[config.mk]
export PLATFORM = sky130hd
export DESIGN_NAME = io_seg_display
export DESIGN_NICKNAME = d
export VERILOG_FILES = /design/src/rtl/io_seg_pkg.sv /design/src/rtl/seg7_decode.sv /design/src/rtl/io_seg_display.sv
export SDC_FILE = /design/constraint.sdc
export NUM_CORES = 1
export LEC_CHECK = 0
export ABC_AREA = 1
export ABC_CLOCK_PERIOD_IN_PS = 2250
export CORE_ASPECT_RATIO = 0.5
export CORE_MARGIN = 10
export CORE_UTILIZATION = 30
export CTS_BUF_LIST = sky130_fd_sc_hd__clkbuf_4 sky130_fd_sc_hd__clkbuf_8 sky130_fd_sc_hd__clkbuf_16
export CTS_CLUSTER_DIAMETER = 200
export DETAILED_ROUTE_END_ITERATION = 8
export HOLD_SLACK_MARGIN = 0.1
export PLACE_DENSITY = 0.44
export SETUP_SLACK_MARGIN = 0.02
export SYNTH_ARGS = -nofsm -noshare
export SYNTH_HDL_FRONTEND = slang
export SYNTH_SLANG_ARGS = --single-unit
[constraint.sdc]
create_clock -name clock -period 2.25 [get_ports clock]
set_input_delay 0.3375 -clock clock [delete_from_list [all_inputs] [get_ports clock]]
set_output_delay 0.3375 -clock clock [all_outputs]
set_load 0.1 [all_outputs]
[src/rtl/io_seg_pkg.sv]
// Shared types and constants for the io_seg_display 7-segment output peripheral.
package io_seg_pkg;

  typedef enum logic [1:0] {
    IDLE = 2'd0,
    CONV = 2'd1,
    DONE = 2'd2
  } state_t;

  localparam int NUM_DIGITS = 8;
  localparam int BCD_DIGITS = 10;

  localparam logic [6:0] SEG_BLANK = 7'h7F;
  localparam logic [6:0] SEG_DASH  = 7'b0111111;

endpackage

[src/rtl/seg7_decode.sv]
// Hex nibble to active-low 7-segment pattern (bit0 = a ... bit6 = g).
module seg7_decode (
  input  logic [3:0] nibble,
  output logic [6:0] seg_n
);

  always_comb begin
    seg_n = 7'h7F;
    unique case (nibble)
      4'h0: seg_n = 7'h40;
      4'h1: seg_n = 7'h79;
      4'h2: seg_n = 7'h24;
      4'h3: seg_n = 7'h30;
      4'h4: seg_n = 7'h19;
      4'h5: seg_n = 7'h12;
      4'h6: seg_n = 7'h02;
      4'h7: seg_n = 7'h78;
      4'h8: seg_n = 7'h00;
      4'h9: seg_n = 7'h10;
      4'hA: seg_n = 7'h08;
      4'hB: seg_n = 7'h03;
      4'hC: seg_n = 7'h46;
      4'hD: seg_n = 7'h21;
      4'hE: seg_n = 7'h06;
      4'hF: seg_n = 7'h0E;
    endcase
  end

endmodule

[src/rtl/io_seg_display.sv]
// 8-digit multiplexed 7-segment display of a 32-bit CPU output port, hex or decimal.
// Optional leading-zero blanking in decimal mode: define IO_SEG_BLANK_EN.
module io_seg_display
  import io_seg_pkg::*;
#(
  parameter int REFRESH_DIV = 50000
) (
  input  logic        clock,
  input  logic        reset,
  input  logic [31:0] disp_value,
  input  logic        disp_hex,
  output logic [6:0]  seg_n,
  output logic        dp_n,
  output logic [7:0]  an_n,
  output logic        busy,
  output logic        ovf
);

  localparam int RW = $clog2(REFRESH_DIV);
  localparam int IW = $clog2(NUM_DIGITS);
  localparam logic [RW-1:0] REF_MAX = RW'(REFRESH_DIV - 1);

  state_t        state, next_state;
  logic [31:0]   last_value, bin, disp_reg;
  logic          last_hex;
  logic [39:0]   bcd;
  logic [4:0]    iter;
  logic          start;

  logic [RW-1:0] refresh;
  logic [IW-1:0] idx;
  logic [6:0]    seg_raw, seg_sel;
  logic          lead_zero;

  function automatic logic [39:0] dabble_adjust(input logic [39:0] v);
    logic [39:0] r;
    r = v;
    for (int i = 0; i < BCD_DIGITS; i++) begin
      if (v[4*i +: 4] >= 4'd5) r[4*i +: 4] = v[4*i +: 4] + 4'd3;
    end
    return r;
  endfunction

  assign start = (state == IDLE) && ({disp_value, disp_hex} != {last_value, last_hex});

  always_ff @(posedge clock) begin
    if (reset) state <= IDLE;
    else       state <= next_state;
  end

  always_comb begin
    next_state = state;
    unique case (state)
      IDLE: if (start) next_state = disp_hex ? DONE : CONV;
      CONV: if (iter == 5'd31) next_state = DONE;
      DONE: next_state = IDLE;
      default: next_state = IDLE;
    endcase
  end

  always_comb begin
    busy = (state != IDLE);
  end

  // Double-dabble datapath: one add-3/shift iteration per CONV cycle
  always_ff @(posedge clock) begin
    if (start) begin
      bin  <= disp_value;
      bcd  <= '0;
      iter <= '0;
    end else if (state == CONV) begin
      {bcd, bin} <= {dabble_adjust(bcd), bin} << 1;
      iter       <= iter + 5'd1;
    end
  end

  always_ff @(posedge clock) begin
    if (reset) begin
      last_value <= '0;
      last_hex   <= 1'b0;
      disp_reg   <= '0;
      ovf        <= 1'b0;
    end else begin
      if (start) begin
        last_value <= disp_value;
        last_hex   <= disp_hex;
      end
      if (state == DONE) begin
        if (last_hex) begin
          disp_reg <= last_value;
          ovf      <= 1'b0;
        end else begin
          disp_reg <= bcd[31:0];
          ovf      <= |bcd[39:32];
        end
      end
    end
  end

  seg7_decode u_decode (
    .nibble (disp_reg[{idx, 2'b00} +: 4]),
    .seg_n  (seg_raw)
  );

`ifdef IO_SEG_BLANK_EN
  // A digit is a leading zero when it and every digit above it are zero
  assign lead_zero = (idx != '0) && !last_hex && ((disp_reg >> {idx, 2'b00}) == 32'd0);
`else
  assign lead_zero = 1'b0;
`endif

  always_comb begin
    seg_sel = seg_raw;
    if (ovf)            seg_sel = SEG_DASH;
    else if (lead_zero) seg_sel = SEG_BLANK;
  end

  // Scanner: free-running, outputs registered one cycle behind idx/disp_reg
  always_ff @(posedge clock) begin
    if (reset) begin
      refresh <= '0;
      idx     <= '0;
      seg_n   <= SEG_BLANK;
      dp_n    <= 1'b1;
      an_n    <= 8'hFF;
    end else begin
      if (refresh == REF_MAX) begin
        refresh <= '0;
        idx     <= idx + 1'b1;
      end else begin
        refresh <= refresh + 1'b1;
      end
      an_n  <= ~(8'b1 << idx);
      seg_n <= seg_sel;
      dp_n  <= ~(disp_hex && (idx == 3'd4));
    end
  end

endmodule
==> impl_table.tex <==
\begin{tabular}{lr}
\hline
Metric & Value \\
\hline
\multicolumn{2}{l}{\textbf{Yosys}} \\
Post-synth top cells & nand2\_1, dfxtp\_1, a21oi\_1, o21ai\_0, nor2\_1 \\
Dominant cell type by area after synthesis & dfxtp\_1 \\
Mean Syn Cell Area & 7.874 um\^{}2 \\
Synth Register Bits & 180 \\
Number of distinct library cells after synthesis & between 40 and 50 \\
Sequential-to-total area share from yosys stat & 45.93\% \\
Syn\_nets & 1,156 \\
Area share of the largest cell type after synthesis & 34.68\% \\
Number of enable flip-flop cells after synthesis & 32 \\
Async set-or-reset flop fraction in the synthesized netlist & 0\% \\
Syn Std Cell Area & 8543 um\^{}2 \\
Cell types occupying the most area after synthesis & dfxtp\_1, edfxtp\_1, nand2\_1, a21oi\_1, o21ai\_0 \\
Warning count from the yosys run & 0 \\
Most common flop cell mapped by yosys & dfxtp\_1 \\
Most frequently used cell type in the post-synthesis netlist & nand2\_1 \\
Cells after synthesis & approximately 1,100 \\
\multicolumn{2}{l}{\textbf{Floorplan}} \\
Die H & 139.3 um \\
X dimension of the die & 258.7 um \\
Std cell rows & 43 \\
Area of the die & 36,040 um\^{}2 \\
I/O pin count & 53 \\
Area of the placeable core & 27,870 um\^{}2 \\
Initial cell density of the core & between 30\% and 40\% \\
\multicolumn{2}{l}{\textbf{Worst setup path}} \\
Worst endpoint required time & 2460 ps \\
Cell Chain, Critical Path & inv\_1 -> nand2\_1 -> nand2\_1 -> nor2\_1 -> buf\_4 -> nand3\_1 -> nor2\_2 -> nand3\_4 -> nand2\_4 -> nand2\_2 -> buf\_12 \\
Type of element capturing the critical path & register \\
CP Launch Type & register \\
Cell with the largest stage delay on the worst path & dfxtp\_1 \\
Slowest cell delay on critical path & approximately 400 ps \\
Top cell by count, worst path & nand2\_1 \\
CP Max Fanout & 25 \\
Setup CP Type & reg -> reg \\
Crit path max-delay family & simple AND/OR/NAND/NOR gates \\
Signal arrival time at the worst endpoint & 2270 ps \\
Worst Path Buf+Inv & 3 \\
R2R setup slack & 190 ps \\
\multicolumn{2}{l}{\textbf{GRT}} \\
Total global-route track usage & between 10\% and 20\% \\
Total grt overflow & 0 \\
Largest net degree at the start of global routing & 67 \\
Global-route wire length before repair & 38,510 um \\
Number of antenna violations at the first check in global routing & 0 \\
Vias in the first global route & slightly below 7,000 \\
\multicolumn{2}{l}{\textbf{Clock network}} \\
Number of H-tree levels & 4 \\
TritonCTS clock tree & done \\
Library cell used as clock root buffer & clkbuf\_16 \\
CTS clock-pin slew for the worst setup and hold paths & 60 ps \\
Num CTS Buffers & 17 \\
Clock latency reported for the late side of the worst-skew pair & 450 ps \\
Number of buffers on the longest clock path & 2 \\
Clock sink total & 180 \\
\multicolumn{2}{l}{\textbf{Timing}} \\
Worst Clk Skew & 13.80 ps \\
Setup repair after global routing missed its margin & no \\
Number of setup violations in the final report & 0 \\
Worst-Margin Slew & 922.9 ps \\
Worst-case headroom to the max-slew limit & 38.47\% \\
Number of hold violations in the final report & 0 \\
Fmax achieved & 484.9 MHz \\
Fin crit share & 91.66\% \\
Time the worst path needs with I/O delays and setup & around 2100 ps \\
Slew Limit Fails & 0 \\
\multicolumn{2}{l}{\textbf{Routing}} \\
Count of unresolved DRC violations after routing & 0 \\
Wire length reported by the detailed router & 24,090 um \\
Post-detailed-route wirelength per cell & 15.50 um \\
Drt first-iter violations & 460 \\
DRT Pass-1 Iters & 5 \\
Detailed-route via count & approximately 7,300 \\
DR vias/cell & between 4 and 5 \\
Post-route antenna net violation count & 0 \\
\multicolumn{2}{l}{\textbf{Final layout}} \\
Largest Register & bcd \\
Nets & 1,231 \\
Flip-flop count of the largest register after layout & 40 \\
Synth-to-layout area growth & 20.71\% \\
Share of cells above drive strength 1 & between 10\% and 20\% \\
Filler-free cell count of the finished design & 1,554 \\
\# diodes & 0 \\
\multicolumn{2}{l}{\textbf{Placed design}} \\
Weighted congestion at the end of routability-driven global placement & 0.7721 \\
Number of instances in the placed design & 1,523 \\
Sum of net half-perimeters after detailed placement & 17,470 um \\
Number of buffer cells added on primary ports & 52 \\
\multicolumn{2}{l}{\textbf{Status}} \\
Outcome & finished clean \\
\multicolumn{2}{l}{\textbf{Worst hold path}} \\
Worst Hold Class & in -> reg \\
\multicolumn{2}{l}{\textbf{Power and ir drop}} \\
Pwr dens & 773.4 nW/um\^{}2 \\
Peak supply drop & between 0.5 and 0.6 mV \\
Static leakage power & 4.027 nW \\
Total power & 7.976 mW \\
\multicolumn{2}{l}{\textbf{Run}} \\
Max Cap Violations & 0 \\
\hline
\end{tabular}
## worst min-delay path, cell delays in order
cell     delay (ps)
buf_2           100
nor2_1           80
nand3_1          90
## timing repair
| item | 4_1_cts | 5_1_grt |
|---|---|---|
| buffers inserted | 0 | 0 |
| gates resized for setup | 2 | 4 |
| hold buffers | 0 | 0 |
| setup endpoints to repair | 5 | 33 |
## cell usage in the layout (no fill, tap or decap), drive strengths merged, types with 2 or more instances in the layout
cell type	netlist	final
dfxtp	148	148
nor3	16	16
inv	91	91
o21ai	124	124
a31oi	2	2
edfxtp	32	32
buf	18	72
o211ai	6	6
nand3	61	61
xnor2	20	20
or2	3	3
nor4	2	2
nand4	7	7
nand2	219	219
clkdlybuf4s50	0	33
a21oi	147	147
ha	36	36
xor2	23	23
clkinv	2	4
nor2	88	88
clkbuf	31	27
## metrics by stage
step	TNS, ps	utilization, %	instance area [um^2]	hold slack, ps	setup slack [ps]
after floorplan	0	-	8543	417.6	152.8
after global placement	-21600	34.95	9741	430.4	-252.1
after detailed placement	-23810	34.95	9741	435.8	-270.6
after CTS	0	36.96	10300	187.0	108.2
after global routing	0	37.00	10310	224.1	35.83
final	0	37.00	10310	203.7	187.7
## area by class of cell
| class | count | area, um^2 |
|---|---|---|
| repair buffers | 105 | 968.4 |
| inverters | 93 | 350.3 |
| flip-flops and latches | 180 | 3928 |
| multi-input cells | 763 | 4030 |
| fillers | 2952 | 17560 |
| clock buffers | 27 | 506.7 |
| well taps | 382 | 478.0 |
| clock inverters | 4 | 51.30 |
## cell families after synthesis
kind of cell	Yosys count	share of synthesized area, %
flops	180	45.93
xor+xnor	43	4.408
simple gates	399	19.70
fa+ha+maj	36	5.272
buf+inv	142	7.074
compound gates	285	17.62
## power breakdown
part | internal (mW) | switching (mW) | leakage, nW | total, mW
clock network | 1.66 | 1.26 | 0.280 | 2.92
registers | 3.58 | 0.149 | 1.54 | 3.73
logic | 0.461 | 0.864 | 2.21 | 1.32
total | 5.70 | 2.28 | 4.03 | 7.98
## metal layers
metal	track usage [%]	wire length, um
met5	0	0
met3	2.545	673
met1	19.57	12930
met4	4.711	349
met2	19.47	10140
## path summary, 6_finish.rpt
check / from / to / depth (start not counted)
worst max-delay path: last_value[5] / bin[19] / 11
worst min-delay path: reset / seg_n[3] / 3
worst max register to register: last_value[5] / bin[19] / 11
worst min register to register: refresh[0] / refresh[0] / 1
(Power assumes the default switching activity.)
